### config.mk
export PLATFORM = sky130hd
export DESIGN_NAME = fact_mmio_master_flat
export DESIGN_NICKNAME = d
export VERILOG_FILES = /design/src/rtl/fact_mmio_master_if.sv /design/src/rtl/fact_mmio_master.sv /design/src/flat_wrapper.sv
export SDC_FILE = /design/constraint.sdc
export NUM_CORES = 1
export LEC_CHECK = 0
export ABC_AREA = 1
export ABC_CLOCK_PERIOD_IN_PS = 2500
export BUFFER_PORTS_ARGS = -buffer_cell sky130_fd_sc_hd__buf_2
export CAP_MARGIN = 40
export CORE_MARGIN = 10
export CORE_UTILIZATION = 51
export DETAILED_ROUTE_END_ITERATION = 16
export PLACE_DENSITY = 0.87
export SLEW_MARGIN = 40
export SYNTH_ARGS = -nofsm -noshare
export SYNTH_HDL_FRONTEND = slang
export SYNTH_SLANG_ARGS = --single-unit
### constraint.sdc
create_clock -name clk -period 2.5 [get_ports clk]
set_clock_uncertainty 0.2 [all_clocks]
set_input_delay 0.125 -clock clk [delete_from_list [all_inputs] [get_ports clk]]
set_output_delay 0.125 -clock clk [all_outputs]
set_load 0.03 [all_outputs]
### src/rtl/fact_mmio_master_if.sv
// Client request/response handshakes plus the 4-word MMIO bus to the factorial unit.
// The master modport is the sequencer; the slave modport is whatever sits on the other side.
interface fact_mmio_master_if;
  localparam int unsigned N_W    = 4;
  localparam int unsigned DATA_W = 32;
  localparam int unsigned ADDR_W = 2;

  logic              req_valid;
  logic [N_W-1:0]    req_n;
  logic              req_ready;
  logic              resp_valid;
  logic              resp_ready;
  logic [DATA_W-1:0] resp_result;
  logic              resp_error;
  logic              resp_timeout;
  logic [ADDR_W-1:0] bus_addr;
  logic              bus_we;
  logic [N_W-1:0]    bus_wd;
  logic [DATA_W-1:0] bus_rd;

  modport master (
    input  req_valid, req_n, resp_ready, bus_rd,
    output req_ready, resp_valid, resp_result, resp_error, resp_timeout,
           bus_addr, bus_we, bus_wd
  );

  modport slave (
    output req_valid, req_n, resp_ready, bus_rd,
    input  req_ready, resp_valid, resp_result, resp_error, resp_timeout,
           bus_addr, bus_we, bus_wd
  );
endinterface

### src/rtl/fact_mmio_master.sv
// Sequences write N, write GO, poll STATUS, read RESULT on the factorial unit's register bus
// for one client request at a time, and returns the product or an error/timeout response.
module fact_mmio_master #(
  parameter int unsigned POLL_LIMIT = 1024
) (
  input  logic                 clk,
  input  logic                 rst,
  fact_mmio_master_if.master   mmio
);

  localparam int unsigned N_W    = 4;
  localparam int unsigned DATA_W = 32;
  localparam int unsigned ADDR_W = 2;
  localparam int unsigned CNT_W  = 16;
  localparam logic [CNT_W-1:0] LAST_POLL = CNT_W'(POLL_LIMIT - 1);

  localparam logic [ADDR_W-1:0] A_N      = 2'd0;
  localparam logic [ADDR_W-1:0] A_GO     = 2'd1;
  localparam logic [ADDR_W-1:0] A_STATUS = 2'd2;
  localparam logic [ADDR_W-1:0] A_RESULT = 2'd3;

  typedef enum logic [2:0] {IDLE, WR_N, WR_GO, POLL, RD_RES, RESP} state_t;

  state_t             state, state_d;
  logic [N_W-1:0]     n_q, n_d;
  logic [CNT_W-1:0]   cnt_q, cnt_d;
  logic [DATA_W-1:0]  result_q, result_d;
  logic               err_q, err_d;
  logic               to_q, to_d;
  logic               req_ready_q, req_ready_d;
  logic               resp_valid_q, resp_valid_d;
  logic [ADDR_W-1:0]  addr_q, addr_d;
  logic               we_q, we_d;
  logic [N_W-1:0]     wd_q, wd_d;

  // State and every output come straight from flops.
  always_ff @(posedge clk) begin
    if (!rst) begin
      state        <= IDLE;
      n_q          <= '0;
      cnt_q        <= '0;
      result_q     <= '0;
      err_q        <= 1'b0;
      to_q         <= 1'b0;
      req_ready_q  <= 1'b0;
      resp_valid_q <= 1'b0;
      addr_q       <= '0;
      we_q         <= 1'b0;
      wd_q         <= '0;
    end else begin
      state        <= state_d;
      n_q          <= n_d;
      cnt_q        <= cnt_d;
      result_q     <= result_d;
      err_q        <= err_d;
      to_q         <= to_d;
      req_ready_q  <= req_ready_d;
      resp_valid_q <= resp_valid_d;
      addr_q       <= addr_d;
      we_q         <= we_d;
      wd_q         <= wd_d;
    end
  end

  // Next state, then outputs decoded from the state being entered so they line up with it.
  always_comb begin
    state_d      = state;
    n_d          = n_q;
    cnt_d        = cnt_q;
    result_d     = result_q;
    err_d        = err_q;
    to_d         = to_q;
    req_ready_d  = 1'b0;
    resp_valid_d = 1'b0;
    addr_d       = '0;
    we_d         = 1'b0;
    wd_d         = '0;

    case (state)
      IDLE: begin
        if (mmio.req_valid && req_ready_q) begin
          n_d     = mmio.req_n;
          cnt_d   = '0;
          state_d = WR_N;
        end
      end
      WR_N:  state_d = WR_GO;
      WR_GO: state_d = POLL;
      POLL: begin
        // err outranks done when both appear in the same sample
        if (mmio.bus_rd[1]) begin
          err_d    = 1'b1;
          to_d     = 1'b0;
          result_d = '0;
          state_d  = RESP;
        end else if (mmio.bus_rd[0]) begin
          state_d = RD_RES;
        end else if (cnt_q == LAST_POLL) begin
          err_d    = 1'b1;
          to_d     = 1'b1;
          result_d = '0;
          state_d  = RESP;
        end else begin
          cnt_d = cnt_q + CNT_W'(1);
        end
      end
      RD_RES: begin
        result_d = mmio.bus_rd;
        err_d    = 1'b0;
        to_d     = 1'b0;
        state_d  = RESP;
      end
      RESP: begin
        if (mmio.resp_ready) state_d = IDLE;
      end
      default: state_d = IDLE;
    endcase

    case (state_d)
      IDLE:   req_ready_d = 1'b1;
      WR_N: begin
        addr_d = A_N;
        we_d   = 1'b1;
        wd_d   = n_d;
      end
      WR_GO: begin
        addr_d = A_GO;
        we_d   = 1'b1;
        wd_d   = N_W'(1);
      end
      POLL:   addr_d = A_STATUS;
      RD_RES: addr_d = A_RESULT;
      RESP:   resp_valid_d = 1'b1;
      default: ;
    endcase
  end

  assign mmio.req_ready    = req_ready_q;
  assign mmio.resp_valid   = resp_valid_q;
  assign mmio.resp_result  = result_q;
  assign mmio.resp_error   = err_q;
  assign mmio.resp_timeout = to_q;
  assign mmio.bus_addr     = addr_q;
  assign mmio.bus_we       = we_q;
  assign mmio.bus_wd       = wd_q;

endmodule

### src/flat_wrapper.sv
// flat-port wrapper written by rule: the top's interface ports become plain ports
module fact_mmio_master_flat 
#(
  parameter int unsigned POLL_LIMIT = 1024
)
  (clk, rst, mmio_req_valid, mmio_req_n, mmio_resp_ready, mmio_bus_rd, mmio_req_ready, mmio_resp_valid, mmio_resp_result, mmio_resp_error, mmio_resp_timeout, mmio_bus_addr, mmio_bus_we, mmio_bus_wd);
  fact_mmio_master_if mmio_i ();
  input  logic clk;
  input  logic rst;
  input wire logic [$bits(mmio_i.req_valid)-1:0] mmio_req_valid;
  input wire logic [$bits(mmio_i.req_n)-1:0] mmio_req_n;
  input wire logic [$bits(mmio_i.resp_ready)-1:0] mmio_resp_ready;
  input wire logic [$bits(mmio_i.bus_rd)-1:0] mmio_bus_rd;
  output wire logic [$bits(mmio_i.req_ready)-1:0] mmio_req_ready;
  output wire logic [$bits(mmio_i.resp_valid)-1:0] mmio_resp_valid;
  output wire logic [$bits(mmio_i.resp_result)-1:0] mmio_resp_result;
  output wire logic [$bits(mmio_i.resp_error)-1:0] mmio_resp_error;
  output wire logic [$bits(mmio_i.resp_timeout)-1:0] mmio_resp_timeout;
  output wire logic [$bits(mmio_i.bus_addr)-1:0] mmio_bus_addr;
  output wire logic [$bits(mmio_i.bus_we)-1:0] mmio_bus_we;
  output wire logic [$bits(mmio_i.bus_wd)-1:0] mmio_bus_wd;
  assign mmio_i.req_valid = mmio_req_valid;
  assign mmio_i.req_n = mmio_req_n;
  assign mmio_i.resp_ready = mmio_resp_ready;
  assign mmio_i.bus_rd = mmio_bus_rd;
  assign mmio_req_ready = mmio_i.req_ready;
  assign mmio_resp_valid = mmio_i.resp_valid;
  assign mmio_resp_result = mmio_i.resp_result;
  assign mmio_resp_error = mmio_i.resp_error;
  assign mmio_resp_timeout = mmio_i.resp_timeout;
  assign mmio_bus_addr = mmio_i.bus_addr;
  assign mmio_bus_we = mmio_i.bus_we;
  assign mmio_bus_wd = mmio_i.bus_wd;
  fact_mmio_master #(.POLL_LIMIT(POLL_LIMIT)) u_core (.clk(clk), .rst(rst), .mmio(mmio_i));
endmodule
==> metrics.txt <==
Leak 1.68 nW; Cell variety after synth 33; final worst setup slack 0.228 ns; pwr dens slightly above 600 mW/mm²; CP Class reg2reg; Top Ports 83; CTS H-Tree Depth 3; largest net degree at the start of global routing 36; Area after DPL 0.00333 mm²; Seq/Total Area, Yosys 0.448; Die ar. roughly 0.0091 mm²; Site Rows 27; achievable frequency between 400 and 500 MHz; routed len/inst approximately 15 µm; vias in the first global route between 3000 and 4000; layout net count approximately 570; first-pass GRT wire length between 10000 and 15000 µm; Synthesized Nets 450; diodes inserted 0; CP endpoint kind register; CP Buf/Inv Count 1; Seq cells post-synth 65; Setup Viol. Count Final 0; cells after synthesis 409; Gate power share 0.176; Initial Util 0.527; CP delay by family, top simple AND/OR/NAND/NOR gates; sequential share of power 0.480; Post-DRT Antenna Nets 0; commonest cells after routing, fill and taps aside nand2_1, buf_2, dfxtp_1; clock power share 0.344; PortBufs around 80; Switching Fraction 0.301; worst vdd ir 0.000505 V; Core Area about 0.0055 mm²; postcts setup bufs 0; status finished, final reports clean; Synth Cell Area roughly 0.0029 mm²; # fillers between 400 and 500; Longest Clk Path Bufs 2; most frequent CP cell nand2_1; most common cell after layout, fill and taps aside nand2_1; maximum capacitance violations 0; setup_tns 0 ns; Syn. warnings 0; WP data arrival ~2.3 ns; Pins Over Slew Limit 0; mean post-synth cell area approximately 7 µm²; area of the multi-input gates roughly 0.0014 mm²; clk sinks 65; CP Cell Sequence ha_1, nand3_1, nor2_2, nand2_1, nand2_1, nand3_2, buf_4, nand2_1, a21oi_1; grt ovf 0; vias approximately 3200; Min-Delay Path Class in2reg; Clock Latency Late Sink roughly 0.36 ns; Tcrit/Tclk final 0.909; sequential cell area ~0.0013 mm²; setup slack after placement ~0.33 ns; RSZ-0062 raised after global routing no; Vias/cell between 5 and 6; Root Driver clkbuf_8; routability cong. roughly 0.94; Crit Path Max Fanout 33; hold violation count in the final report 0; Worst-path clk slew 0.07 ns; worst slew margin relative to its limit 0.721; Area Overhead vs Synth 33.7%; Critical Path RT about 2.5 ns; initial antenna violation count 0; crit path launch type register; Internal Power between 1.5 and 2 mW; post-layout minimum cycle time between 2 and 2.5 ns; CP max stage cell dfxtp_1; Num CTS Buffers 9; NetSw about 0.71 mW; DRT Wirelength slightly above 9000 µm; die height 95.5 µm; DR iter-0 viols between 200 and 300; DP HPWL around 5400 µm; DR DRC count 0; worst slew pin tran 0.418 ns; peak per-stage delay on the critical path around 0.4 ns; Final Instance Area between 0.003 and 0.004 mm²; router iterations before antenna repair 5; fin util 0.705; total track usage 0.200; die width roughly 95 µm; share of cells above drive strength 1 0.214; clock tree from TritonCTS yes
==> power by group through the flow <==
stage	sequential [mW]	combinational, mW	clock [mW]
floorplan	1.19	0.232	0
global placement	1.15	0.346	0
detailed placement	1.15	0.353	0
CTS	1.13	0.399	0.809
global route	1.14	0.449	0.861
finish	1.13	0.415	0.809
==> metal layers <==
metal	GRT usage	wire length, µm	vias to the layer above	share of wire
met5	0	0	-	0
met4	0.120	396	0	0.043
met3	0.0801	791	42	0.086
met2	0.336	4580	161	0.50
met1	0.206	3420	1418	0.37
li1	-	-	1543	-
==> tightest hold or removal path, delay by kind of cell <==
family	cells	cell delay [ns]
buffers and inverters	2	0.18
and+or+nand+nor	4	0.30
==> final timing paths <==
check	slack, ns	to	cells after the start	from
worst max-delay path	0.23	u_core.mmio.resp_result[14]	9	u_core.cnt_q[0]
worst min-delay path	0.09	u_core.state[0]	6	mmio_resp_ready
worst max register to register	0.23	u_core.mmio.resp_result[14]	9	u_core.cnt_q[0]
worst min register to register	0.26	u_core.mmio.resp_result[29]	2	u_core.mmio.resp_result[29]
==> final cells by class <==
| class | count | share of cell area |
|---|---|---|
| Multi-Input combinational cell | 296 | 0.356 |
| Clock buffer | 14 | 0.0419 |
| Clock inverter | 2 | 0.00322 |
| Tap cell | 72 | 0.0232 |
| Timing Repair Buffer | 123 | 0.209 |
| Sequential cell | 65 | 0.335 |
| Inverter | 32 | 0.0316 |
==> through the flow <==
| step | cells | power [mW] | hold slack [ns] |
|---|---|---|---|
| floorplan | 409 | 1.42 | 0.0226 |
| global placement | 551 | 1.49 | 0.178 |
| detailed placement | 551 | 1.50 | 0.184 |
| CTS | 604 | 2.34 | 0.0704 |
| global route | 604 | 2.45 | 0.125 |
| finish | 604 | 2.35 | 0.0871 |
==> cell families (layout without fill, tap and decap cells) <==
kind of cell / count (synthesis) / in the layout / share of synthesized area
AND/OR/NAND/NOR: 227 / 227 / 0.335
flip-flops: 65 / 65 / 0.448
AO/OA/AOI/OAI: 64 / 64 / 0.124
buffers and inverters: 48 / 171 / 0.0767
XOR/XNOR: 4 / 4 / 0.0121
adder cells (fa/ha/maj): 1 / 1 / 0.00431
==> synthesized netlist by cell type, drive strengths merged <==
master | instances | share of area
nand4 | 6 | 0.013
dfxtp | 65 | 0.45
o21a | 1 | 0.0026
nor3 | 2 | 0.0034
clkbuf | 8 | 0.010
inv | 32 | 0.042
xor2 | 4 | 0.012
nor4 | 3 | 0.0065
buf | 8 | 0.024
o21ai | 7 | 0.012
o21bai | 3 | 0.0078
a21oi | 49 | 0.091
a211oi | 3 | 0.0078
o211ai | 1 | 0.0026
ha | 1 | 0.0043
nor2 | 58 | 0.084
nand3 | 20 | 0.041
nand2 | 138 | 0.19
==> state kept, by name (all words and copies together) (netlist names) <==
register / cells
u_core.mmio.bus_addr: 2
u_core.cnt_q: 16
u_core.n_q: 3
u_core.mmio.bus_wd: 4
u_core.mmio.req_ready: 1
u_core.state: 3
u_core.mmio.resp_error: 1
u_core.mmio.resp_result: 32
u_core.mmio.resp_valid: 1
u_core.mmio.resp_timeout: 1
u_core.mmio.bus_we: 1
==> what timing repair did <==
action	4_1_cts	5_1_grt
endpoints found under the hold margin	45	0
hold buffers	37	0
gates resized for setup	0	1
endpoints found under the setup margin	0	8
Power figures use the tool's default switching activity.
